[src/rtl/bp_pkg.sv]
// Branch predictor shared definitions (BHT, PHT, BTB).
// Holds index geometry, 2-bit counter encodings and the PHT FSM state type.
package bp_pkg;

  localparam int unsigned HIST_WIDTH  = 4;
  localparam int unsigned PC_BITS     = 4;
  localparam int unsigned INDEX_WIDTH = PC_BITS + HIST_WIDTH;
  localparam int unsigned PHT_DEPTH   = 1 << INDEX_WIDTH;
  localparam int unsigned CNT_WIDTH   = 16;

  // 2-bit saturating counter encodings
  typedef enum logic [1:0] {
    SNT = 2'b00,
    WNT = 2'b01,
    WT  = 2'b10,
    ST  = 2'b11
  } ctr_t;

  localparam ctr_t PHT_INIT = WNT;

  typedef enum logic {
    INIT = 1'b0,
    RUN  = 1'b1
  } pht_state_t;

endpackage

[src/rtl/pattern_history_table_if.sv]
// Fetch/EX interface of the pattern history table.
// master: pipeline side (drives PCs, histories, resolved outcome).
// slave : PHT side (returns prediction, ready and mispredict count).
interface pattern_history_table_if;
  import bp_pkg::*;

  logic [31:0]           PC_Plus4;
  logic [HIST_WIDTH-1:0] Rhistory;
  logic [31:0]           ID_EX_PC;
  logic [HIST_WIDTH-1:0] ID_EX_Rhistory;
  logic                  ID_EX_Branch;
  logic                  PCSrc;
  logic                  ID_EX_BPred;
  logic                  ID_EX_BPredValid;
  logic                  BPred;
  logic                  BPredValid;
  logic                  pht_ready;
  logic [CNT_WIDTH-1:0]  mispredict_count;

  modport master (
    output PC_Plus4, Rhistory, ID_EX_PC, ID_EX_Rhistory, ID_EX_Branch,
           PCSrc, ID_EX_BPred, ID_EX_BPredValid,
    input  BPred, BPredValid, pht_ready, mispredict_count
  );

  modport slave (
    input  PC_Plus4, Rhistory, ID_EX_PC, ID_EX_Rhistory, ID_EX_Branch,
           PCSrc, ID_EX_BPred, ID_EX_BPredValid,
    output BPred, BPredValid, pht_ready, mispredict_count
  );

endinterface

[src/rtl/sat_counter2.sv]
// Combinational next value of a 2-bit saturating counter.
// Ports: cur (current value), taken (direction), nxt (next value).
module sat_counter2
  import bp_pkg::*;
(
  input  logic [1:0] cur,
  input  logic       taken,
  output logic [1:0] nxt
);

  always_comb begin
    nxt = cur;
    if (taken && (cur != 2'(ST))) begin
      nxt = cur + 2'd1;
    end else if (!taken && (cur != 2'(SNT))) begin
      nxt = cur - 2'd1;
    end
  end

endmodule

[src/rtl/pattern_history_table.sv]
// Second-level local-history predictor: 2-bit counters indexed by {PC, history}.
// Ports: clk, reset (sync, active-high), bus (slave modport): fetch-side
// lookup, EX-side training, prediction outputs and mispredict counter.
module pattern_history_table
  import bp_pkg::*;
(
  input  logic                     clk,
  input  logic                     reset,
  pattern_history_table_if.slave   bus
);

  logic [1:0]             pht [PHT_DEPTH];
  pht_state_t             state;
  logic [INDEX_WIDTH-1:0] init_ptr;
  logic                   ready;
  logic [CNT_WIDTH-1:0]   miss_cnt;

  logic [INDEX_WIDTH-1:0] ridx;
  logic [INDEX_WIDTH-1:0] widx;
  logic [1:0]             upd_val;
  logic                   pht_we;
  logic [INDEX_WIDTH-1:0] pht_waddr;
  logic [1:0]             pht_wdata;
  logic                   mispredict;

  assign ridx = {bus.PC_Plus4[PC_BITS+1:2], bus.Rhistory};
  assign widx = {bus.ID_EX_PC[PC_BITS+1:2], bus.ID_EX_Rhistory};

  assign mispredict = bus.ID_EX_Branch && bus.ID_EX_BPredValid &&
                      (bus.ID_EX_BPred != bus.PCSrc);

  sat_counter2 u_sat (
    .cur   (pht[widx]),
    .taken (bus.PCSrc),
    .nxt   (upd_val)
  );

  // Single array write port: init sweep in INIT, training in RUN, nothing under reset
  always_comb begin
    pht_we    = 1'b0;
    pht_waddr = widx;
    pht_wdata = upd_val;
    if (!reset) begin
      if (state == INIT) begin
        pht_we    = 1'b1;
        pht_waddr = init_ptr;
        pht_wdata = 2'(PHT_INIT);
      end else if (bus.ID_EX_Branch) begin
        pht_we = 1'b1;
      end
    end
  end

  // Counter array has no reset; the INIT sweep establishes its contents
  always_ff @(posedge clk) begin
    if (pht_we) begin
      pht[pht_waddr] <= pht_wdata;
    end
  end

  // Control FSM, ready flag and saturating mispredict counter
  always_ff @(posedge clk) begin
    if (reset) begin
      state    <= INIT;
      init_ptr <= '0;
      ready    <= 1'b0;
      miss_cnt <= '0;
    end else begin
      case (state)
        INIT: begin
          init_ptr <= init_ptr + 1'b1;
          if (init_ptr == INDEX_WIDTH'(PHT_DEPTH - 1)) begin
            state <= RUN;
            ready <= 1'b1;
          end
        end
        RUN: begin
          if (mispredict && (miss_cnt != '1)) begin
            miss_cnt <= miss_cnt + 1'b1;
          end
        end
        default: begin
          state <= INIT;
        end
      endcase
    end
  end

  // Lookup is zero-latency; a same-cycle update is seen on the next cycle
  assign bus.BPred            = ready & pht[ridx][1];
  assign bus.BPredValid       = ready;
  assign bus.pht_ready        = ready;
  assign bus.mispredict_count = miss_cnt;

  // PC bits outside the index do not affect prediction
  logic unused_pc_bits;
  assign unused_pc_bits = ^{bus.PC_Plus4[31:PC_BITS+2], bus.PC_Plus4[1:0],
                            bus.ID_EX_PC[31:PC_BITS+2], bus.ID_EX_PC[1:0]};

endmodule

[src/flat_wrapper.sv]
// flat-port wrapper written by rule: the top's interface ports become plain ports
module pattern_history_table_flat import bp_pkg::*;
  (clk, reset, bus_PC_Plus4, bus_Rhistory, bus_ID_EX_PC, bus_ID_EX_Rhistory, bus_ID_EX_Branch, bus_PCSrc, bus_ID_EX_BPred, bus_ID_EX_BPredValid, bus_BPred, bus_BPredValid, bus_pht_ready, bus_mispredict_count);
  pattern_history_table_if bus_i ();
  input  logic clk;
  input  logic reset;
  input wire logic [$bits(bus_i.PC_Plus4)-1:0] bus_PC_Plus4;
  input wire logic [$bits(bus_i.Rhistory)-1:0] bus_Rhistory;
  input wire logic [$bits(bus_i.ID_EX_PC)-1:0] bus_ID_EX_PC;
  input wire logic [$bits(bus_i.ID_EX_Rhistory)-1:0] bus_ID_EX_Rhistory;
  input wire logic [$bits(bus_i.ID_EX_Branch)-1:0] bus_ID_EX_Branch;
  input wire logic [$bits(bus_i.PCSrc)-1:0] bus_PCSrc;
  input wire logic [$bits(bus_i.ID_EX_BPred)-1:0] bus_ID_EX_BPred;
  input wire logic [$bits(bus_i.ID_EX_BPredValid)-1:0] bus_ID_EX_BPredValid;
  output wire logic [$bits(bus_i.BPred)-1:0] bus_BPred;
  output wire logic [$bits(bus_i.BPredValid)-1:0] bus_BPredValid;
  output wire logic [$bits(bus_i.pht_ready)-1:0] bus_pht_ready;
  output wire logic [$bits(bus_i.mispredict_count)-1:0] bus_mispredict_count;
  assign bus_i.PC_Plus4 = bus_PC_Plus4;
  assign bus_i.Rhistory = bus_Rhistory;
  assign bus_i.ID_EX_PC = bus_ID_EX_PC;
  assign bus_i.ID_EX_Rhistory = bus_ID_EX_Rhistory;
  assign bus_i.ID_EX_Branch = bus_ID_EX_Branch;
  assign bus_i.PCSrc = bus_PCSrc;
  assign bus_i.ID_EX_BPred = bus_ID_EX_BPred;
  assign bus_i.ID_EX_BPredValid = bus_ID_EX_BPredValid;
  assign bus_BPred = bus_i.BPred;
  assign bus_BPredValid = bus_i.BPredValid;
  assign bus_pht_ready = bus_i.pht_ready;
  assign bus_mispredict_count = bus_i.mispredict_count;
  pattern_history_table u_core (.clk(clk), .reset(reset), .bus(bus_i));
endmodule
[config.mk]
export PLATFORM = sky130hd
export DESIGN_NAME = pattern_history_table_flat
export DESIGN_NICKNAME = d
export VERILOG_FILES = /design/src/rtl/bp_pkg.sv /design/src/rtl/pattern_history_table_if.sv /design/src/rtl/sat_counter2.sv /design/src/rtl/pattern_history_table.sv /design/src/flat_wrapper.sv
export SDC_FILE = /design/constraint.sdc
export NUM_CORES = 1
export LEC_CHECK = 0
export ABC_AREA = 1
export BUFFER_PORTS_ARGS = -buffer_cell sky130_fd_sc_hd__buf_4
export CAP_MARGIN = 0
export CORE_MARGIN = 2
export CORE_UTILIZATION = 45
export DETAILED_ROUTE_END_ITERATION = 8
export PLACE_DENSITY_LB_ADDON = 0.2
export SLEW_MARGIN = 20
export SYNTH_ARGS = -nofsm -noshare
export SYNTH_HDL_FRONTEND = slang
export SYNTH_HIERARCHICAL = 1
export SYNTH_SLANG_ARGS = --single-unit
[constraint.sdc]
create_clock -name clk -period 20.1 [get_ports clk]
set_input_delay 6.03 -clock clk [delete_from_list [all_inputs] [get_ports clk]]
set_output_delay 6.03 -clock clk [all_outputs]
set_load 0.01 [all_outputs]
* Yosys cells after proc, flatten, opt, wreduce, memory -nomap -nowiden
Memory sizes are Yosys's and may differ from the RTL's.
Index checks and enable logic that the tools add are counted.
W data, S select, Z words.
** Operators by class
- Add/subtract/negate cells :: 4
- Multiply operators :: 0
- Div/mod/pow operators :: 0
- $lt $le $gt $ge :: 0
- Equality and inequality tests :: 4
- Shift operators :: 0
- Muxes and demuxes :: 13
- Bitwise gates (word level) :: 2
- Reduce and logical (&&, ||, !) cells :: 9
** Operators by type and width (number)
- $add A16 B1 Y16 const B :: 1
- $mux W8 :: 2
- $ne A16 B16 Y1 const B :: 1
- $add A8 B1 Y8 const B :: 1
- $eq A8 B8 Y1 const B :: 1
- $mux W2 :: 4
- $mux W1 :: 7
- $logic_and A1 B1 Y1 :: 5
- $reduce_and A2 Y1 :: 2
- $add A2 B1 Y2 const B :: 1
- $ne A2 B2 Y1 const B :: 1
- $reduce_bool A2 Y1 :: 1
- $sub A2 B1 Y2 const B :: 1
- $and A1 B1 Y1 :: 1
- $logic_not A1 Y1 :: 1
- $ne A1 B1 Y1 :: 1
- $not A1 Y1 :: 1
** Word-level totals
- Flip-flop bits (word level) :: 26
- Bits in latches :: 0
- Memory bits (writable) :: 512
- Bits in read-only memories :: 0
- Input bits :: 78
- Output and inout bits :: 19
- Logic and storage cells :: 37
- Memories kept :: 1
** Memory list
- u_core.pht :: depth 256, width 2, read ports 2, clocked after memory_dff 0, wr ports 1, RTL line pattern_history_table.sv:12 : logic [1:0] pht [PHT_DEPTH];

* Logic depth before layout (Yosys ltp)
Gate-level depths: netlist of run 1.
An unclocked memory read counts as a cell.
- Depth in word-level cells :: 7
- Mapped depth :: 22
- Depth with buffers taken out :: 19

* Modules after synthesis
Netlist of run 1, hierarchy kept.
** By module, submodules not included
- pattern_history_table :: instances 1, cells an instance 2750, area each 25645.8 µm², seq. area each 15895.2 µm²
- sat_counter2 :: instances 1, cells an instance 17, area each 83.8 µm², seq. area each 0.0 µm²

* Least setup slack after synthesis of run 1
Ideal clock, no wire load.
- Path kind :: input to register
- From :: input port bus_ID_EX_Rhistory[0]
- To :: memory u_core.pht[0][1], data pin
- Data arrival time :: 13.541 ns
- Data required time :: 18.701 ns
- Slack :: 5.160 ns
- Stages on the path :: 20
- Buffers on the path :: 3
- Cells stage by stage :: buf_4 -> inv_2 -> buf_4 -> buf_2 -> nor2_1 -> o22ai_1 -> nand2_1 -> nand3_1 -> nand3_1 -> nand2_1 -> nand2_1 -> nand3_1 -> nand3_1 -> nand2_1 -> inv_1 -> ha_1 -> nand2_1 -> nand2_1 -> inv_1 -> nor2_1
** On the way
- Longest elaborated chain between the ends :: 7
- Elaborated cells between the ends (all ways) :: 11
- Classes of those cells :: 2 x add/sub; 1 x eq/ne; 4 x mux; 3 x reduce/logical; 1 x memory
** Ends and longest elaborated chain
- start, declared :: RTL line flat_wrapper.sv:10 : input wire logic [$bits(bus_i.ID_EX_Rhistory)-1:0] bus_ID_EX_Rhistory;
- $mem_v2 Z256 W2 (*)
- branches (longest 3 deep; another with $sub A2 B1 Y2)
- $mux W2 (*) :: RTL line sat_counter2.sv:13 : if (taken && (cur != 2'(ST))) begin
- net u_core.upd_val[1] :: RTL line pattern_history_table.sv:20 : logic [1:0] upd_val;
- $mux W2 :: RTL line pattern_history_table.sv:44 : if (state == INIT) begin
- $mux W2 (*) :: RTL line pattern_history_table.sv:43 : if (!reset) begin
- net u_core.pht_wdata[1] :: RTL line pattern_history_table.sv:23 : logic [1:0] pht_wdata;
- end, declared :: RTL line pattern_history_table.sv:12
Mark *: on every way through the listed nets, which the timed path passes.

* Final worst setup path of run 1
- From :: input port bus_Rhistory[0]
- To :: output port bus_BPred
** On the way
- Longest elaborated chain between the ends :: 2
** Ends and longest elaborated chain
- start, declared :: RTL line flat_wrapper.sv:8 : input wire logic [$bits(bus_i.Rhistory)-1:0] bus_Rhistory;
- $mem_v2 Z256 W2
- $and A1 B1 Y1 :: RTL line pattern_history_table.sv:90 : assign bus.BPred = ready & pht[ridx][1];
- end, declared :: RTL line flat_wrapper.sv:15 : output wire logic [$bits(bus_i.BPred)-1:0] bus_BPred;
Every way passes these cells.

==> impl_metrics.env, run 1 <==
export IMPL_hold_buffers=0
export IMPL_required_ps=14070
export IMPL_start_kind="input pin"
export IMPL_clock_path_buffers=3
export IMPL_port_buffers=40
export IMPL_insertion_delay_ps=620
export IMPL_worstMarginPinSlew_ps=1260
export IMPL_gr_usage_all_layers=0.264
export IMPL_end_kind="output port"
export IMPL_fmax_mhz=64.3
export IMPL_drcViolationCount=0
export IMPL_wl_per_cell_um=22.6
export IMPL_synthArstFlopShare=0
export IMPL_post_route_util=0.500
export IMPL_min_period_ps=15550
export IMPL_tritoncts="yes"
export IMPL_nNetsFinal=2775
export IMPL_min_path_type="reg2reg"
export IMPL_rows=87
export IMPL_yosys_warnings=6
export IMPL_fp_dieH_um=243
export IMPL_routabilityCongestion=0.854
export IMPL_synth_seq_area_share=0.618
export IMPL_via_count=20740
export IMPL_dieArea_sq_um=59100
export IMPL_cp_arrival_ps=9520
export IMPL_ant_nets=0
export IMPL_grt_pass1_wl_mm=118
export IMPL_path_clk_slew_ps=60
export IMPL_n_fill_cell=5144
export IMPL_power_leakage_nw=9.75
export IMPL_syn_nets=2849
export IMPL_post_cts_buffers=0
export IMPL_htreeDepth=2
export IMPL_synth_top_family_by_area="simple AND/OR/NAND/NOR gates"
export IMPL_worstSetupPathType="in2out"
export IMPL_finalSetupViolCount=0
export IMPL_muxShareOfSynthArea=0
export IMPL_wirelength_mm=79.1
export IMPL_clkSinkCount=538
export IMPL_initial_core_util=0.455
export IMPL_yosysUniqueCellTypes=34
export IMPL_drive_above_1_share=0.0708
export IMPL_fin_tns_setup_ps=0
export IMPL_dpl_hpwl_mm=43.4
export IMPL_peakVddDrop_uv=79.9
export IMPL_timing_slew_headroom=0.161
export IMPL_grt_max_degree=257
export IMPL_synthesis_area_sq_um=25700
export IMPL_hold_slack_ps=501
export IMPL_crit_path_max_fanout=77
export IMPL_synth_adder_area_share=0.00195
export IMPL_avgSynthCellArea_sq_um=9.30
export IMPL_final_hold_viol_count=0
export IMPL_synth_xor_area_frac=0.00102
export IMPL_fin_cells=3495
export IMPL_grt_setup_unrepaired="false"
export IMPL_post_cts_resized=0
export IMPL_synth_simple_gate_area_frac=0.262
export IMPL_antenna_cells=0
export IMPL_cts_buffers=57
export IMPL_syn2layout_area_growth_pct=9.72
export IMPL_status="completed"
export IMPL_fp_dieW_um=243
export IMPL_finalCritPeriodShare=0.774
export IMPL_ioPinCount=97
export IMPL_synth_seq_cells=538
export IMPL_synth_compound_area_frac=0.0667
export IMPL_grt_pass1_vias=20004
export IMPL_cap_violations=0
export IMPL_synthFlopType="edfxtp_1"
export IMPL_antenna_found_initial=0
export IMPL_cts_root_buf="clkbuf_16"
export IMPL_syn_inst=2767
export IMPL_slew_violations=0
export IMPL_p_per_area_nw_per_um2=91.2
export IMPL_synth_edf_count=512
export IMPL_core_region_area_sq_um=56500
export IMPL_dr_pass1_iters=6
export IMPL_via_per_inst=5.93
export IMPL_dp_cells=3389
export IMPL_first_iter_violations=2558
export IMPL_overflow=0
export IMPL_clock_skew_ps=41.6
[power breakdown]
group | internal (mW) | switching [mW] | leakage (nW)
combinational | 0.0522 | 0.189 | 4.00
clock | 0.641 | 0.433 | 0.932
sequential | 1.26 | 0.00115 | 4.82
total | 1.95 | 0.623 | 9.75
[per-stage QoR]
stage	setup WS [ps]	cell area (sq um)	total power, mW
finish	4550	28200	2.57
global route	4360	28200	2.65
CTS	4730	28200	2.58
global placement	4710	26300	1.52
floorplan	5160	25700	1.44
detailed placement	4730	26300	1.52
[cells by family after synthesis]
kind of cell | Yosys count
buffers and inverters | 302
AOI/OAI and AO/OA | 320
DFF | 538
and+or+nand+nor | 1600
xor gates and xnor gates | 3
adders and majority gates | 4
[path summary, 6_finish.rpt]
path	slack, ps	startpoint	to	cells after the start
setup / recovery	4550	bus_Rhistory[0]	bus_BPred	14
hold / removal	500	u_core/bus.mispredict_count[14]	u_core/bus.mispredict_count[14]	2
setup reg to reg	15230	u_core/pht[45][1]	u_core/pht[133][0]	19
hold reg to reg	500	u_core/bus.mispredict_count[14]	u_core/bus.mispredict_count[14]	2
[cell usage after synthesis, types with 4 or more instances]
library cell	n	area [sq um]
a21oi_1	43	215
buf_1	21	78.8
buf_2	92	460
buf_4	5	37.5
buf_6	5	56.3
clkbuf_1	74	278
dfxtp_1	26	521
edfxtp_1	512	15400
ha_1	4	50.1
inv_1	89	334
inv_2	13	48.8
nand2_1	621	2330
nand2_2	5	31.3
nand3_1	493	2470
nor2_1	449	1690
nor2_2	7	43.8
nor2_4	5	56.3
nor3_1	10	50.1
o21ai_0	191	956
o21ai_1	4	20.0
o21ai_2	4	35.0
o22ai_1	77	482
[sequential cells by signal, indices dropped and copies added (netlist names)]
register	count
u_core/bus.BPredValid	1
u_core/bus.mispredict_count	16
u_core/state	1
u_core/pht	512
u_core/init_ptr	8
[layer usage]
layer | global-route usage | routed length [um] | vias to the layer above
met3 | 0.0521 | 8350 | 215
li1 | - | - | 9401
met2 | 0.426 | 36500 | 1188
met1 | 0.353 | 31100 | 9936
met4 | 0.103 | 3140 | 0
met5 | 0 | 0 | -
[layout by cell type, fill, tap and decap left out, types with 10 or more instances in the layout]
| cell type | n |
|---|---|
| a21oi_1 | 43 |
| dfxtp_1 | 26 |
| o22ai_1 | 77 |
| buf_4 | 60 |
| edfxtp_1 | 512 |
| inv_2 | 12 |
| inv_1 | 89 |
| clkbuf_16 | 58 |
| nand3_1 | 493 |
| nand2_1 | 616 |
| nor2_1 | 448 |
| clkinv_2 | 14 |
| o21ai_0 | 191 |
| nand2_2 | 10 |
| clkinv_1 | 12 |
| nor3_1 | 10 |
[area by class of cell]
type,instances,area (sq um),share of cell area
multi-input combinational,1927,8550,0.303
clock inverter,38,424,0.0150
tap,756,946,0.0335
inverter,105,405,0.0144
clock buffer,67,1490,0.0526
sequential,538,15900,0.563
timing repair buffer,64,523,0.0185
[worst max-delay path, cell delays in order]
cell and delay, ps:
buf_4 380, inv_6 510, buf_4 880, nand2_1 120, nand3_1 120, nand3_1 100, nand3_1 120, nand3_1 160
nand2_1 130, nand2_1 120, nand3_1 110, nand3_1 70, a21oi_1 360, buf_4 210
No activity file was read; power rests on OpenSTA's default activity.
==> run 2: changes to the inputs <==
==> constraint.sdc (replaced) <==
create_clock -name clk -period 15.5 [get_ports clk]
set_input_delay 4.65 -clock clk [delete_from_list [all_inputs] [get_ports clk]]
set_output_delay 4.65 -clock clk [all_outputs]
set_load 0.01 [all_outputs]
==> run 2 against run 1 <==
  * Worst hold slack better by 0.93 ps
  * Die area stayed put
  * Setup slack worse by 1700 ps
  * Routed wire length is 0.19% higher
  * Sequential cell count stayed put
  * Final cell count hardly changed
  * Via count hardly changed
  * Register-to-register slack worse by 3800 ps
==> impl_metrics.env, run 2 (synthesized netlist as in run 1, its figures left out) <==
export IMPL_via_per_inst=5.93
export IMPL_insertion_delay_ps=630
export IMPL_gr_usage_all_layers=0.263
export IMPL_post_cts_resized=0
export IMPL_grt_pass1_wl_mm=118
export IMPL_worstSetupPathType="in2out"
export IMPL_path_clk_slew_ps=50
export IMPL_dp_cells=3389
export IMPL_fin_cells=3496
export IMPL_pre_cts_ws_ps=2930
export IMPL_r2r_end="u_core/pht[234][0]"
export IMPL_fin_tns_setup_ps=0
export IMPL_hold_buffers=0
export IMPL_fin_ws_ps=2830
export IMPL_via_count=20721
export IMPL_largest_register="u_core/pht"
export IMPL_clkSinkCount=538
export IMPL_crit_path_max_incr_delay_ps=680
export IMPL_ioPinCount=97
export IMPL_p_per_area_nw_per_um2=116
export IMPL_peakVddDrop_uv=81.3
export IMPL_overflow=0
export IMPL_post_cts_buffers=0
export IMPL_dieArea_sq_um=59100
export IMPL_finalCritPeriodShare=0.818
export IMPL_fmax_mhz=78.9
export IMPL_end_kind="output port"
export IMPL_wirelength_mm=79.2
export IMPL_crit_path_max_fanout=76
export IMPL_reg2reg_depth=19
export IMPL_dr_pass1_iters=6
export IMPL_worstMarginPinSlew_ps=1250
export IMPL_port_buffers=40
export IMPL_initial_core_util=0.455
export IMPL_timing_slew_headroom=0.165
export IMPL_nNetsFinal=2775
export IMPL_syn2layout_area_growth_pct=9.27
export IMPL_drive_above_1_share=0.0672
export IMPL_rr_startpoint="u_core/pht[170][0]"
export IMPL_ant_nets=0
export IMPL_clock_skew_ps=30.6
export IMPL_cts_buffers=57
export IMPL_r2r_slack_ps=11420
export IMPL_antenna_cells=0
export IMPL_path_delay_family="buffers and inverters"
export IMPL_grt_pass1_vias=19698
export IMPL_slew_violations=0
export IMPL_rows=87
export IMPL_fp_dieH_um=243
export IMPL_fp_dieW_um=243
export IMPL_drcViolationCount=0
export IMPL_critPathMostFrequentCell="nand3_1"
export IMPL_critPathSlowestCell="buf_4"
export IMPL_layout_cells_most_common="nand2_1"
export IMPL_tritoncts="yes"
export IMPL_wl_per_cell_um=22.7
export IMPL_status="completed"
export IMPL_final_hold_viol_count=0
export IMPL_cts_root_buf="clkbuf_16"
export IMPL_largest_reg_flops=512
export IMPL_layout_common_cells="nand2_1, edfxtp_1, nand3_1, nor2_1, o21ai_0"
export IMPL_finalSetupViolCount=0
export IMPL_min_to="u_core/bus.mispredict_count[14]"
export IMPL_htreeDepth=2
export IMPL_dpl_hpwl_mm=43.3
export IMPL_core_region_area_sq_um=56500
export IMPL_grt_max_degree=257
export IMPL_power_leakage_nw=9.70
export IMPL_crit_chain="buf_4, inv_6, buf_4, nand2_1, nand3_1, nand3_1, nand3_1, nand3_1, nand2_1, nand2_1, nand3_1, nand3_1, a21oi_1, buf_4"
export IMPL_cp_num_buf_inv=4
export IMPL_min_delay_start="u_core/bus.mispredict_count[14]"
export IMPL_cp_arrival_ps=8020
export IMPL_clock_path_buffers=3
export IMPL_cap_violations=0
export IMPL_grt_setup_unrepaired="false"
export IMPL_holdPathStages=2
export IMPL_first_iter_violations=2884
export IMPL_min_path_type="reg2reg"
export IMPL_worstSetupStartpoint="bus_Rhistory[0]"
export IMPL_routabilityCongestion=0.844
export IMPL_antenna_found_initial=1
export IMPL_required_ps=10850
export IMPL_start_kind="input pin"
export IMPL_min_period_ps=12670
run 2: cell count changes in the layout (fill, tap and decap cells not counted), sizes merged:
cell      delta
bufinv       -5
clkbuf       +7
clkinv       +2
clkinvlp     -3
run 2: worst reg2reg max path, stage by stage, from the launching register on:
cell and delay (ps):
edfxtp_1 330, o21ai_0 70, o22ai_1 250, nand2_1 90
nand3_1 110, nand3_1 160, nand2_1 190, nand2_1 70
nand3_1 70, nand3_1 80, nand2_1 220, inv_1 100
ha_1 220, inv_1 60, nand2_1 50, nand3_1 60
nand2_1 50, inv_1 50, or2_4 710, buf_6 690
run 2: layout make-up:
class	count	area, sq um
flip-flops and latches	538	15900
clock buffers	74	1530
clock inverters	32	268
inverters	105	405
well taps	756	946
multi-input cells	1927	8550
repair buffers	64	523
fillers	5243	28400
run 2: worst max path at each step:
stage / to / slack (ps) / cells after the start
3_5_place_dp: bus_BPred / 2930 / 14
3_3_place_gp: bus_BPred / 2930 / 14
6_report: bus_BPred / 2830 / 14
5_1_grt: bus_BPred / 2680 / 14
4_1_cts: bus_BPred / 2930 / 14
2_1_floorplan: u_core/pht[0][1] / 1940 / 20
run 2: through the flow:
stage          hold slack [ps]   util  cell area, sq um  power (mW)
3_3_place_gp               479  0.465             26300        1.96
2_1_floorplan              459      -             25700        1.86
3_5_place_dp               491  0.465             26300        1.97
4_1_cts                    501  0.497             28100        3.28
6_report                   502  0.498             28100        3.27
5_1_grt                    534  0.498             28100        3.37
run 2: where the power goes:
group,switching (mW),internal (mW),total (mW)
Combinational,0.245,0.0677,0.313
Sequential,0.00151,1.63,1.63
Clock,0.565,0.760,1.33
Total,0.812,2.46,3.27
run 2: per-layer routing:
layer | global-route usage | share of wire
met5 | 0 | 0
met1 | 0.357 | 0.39
met4 | 0.0897 | 0.034
met2 | 0.427 | 0.47
met3 | 0.0469 | 0.10
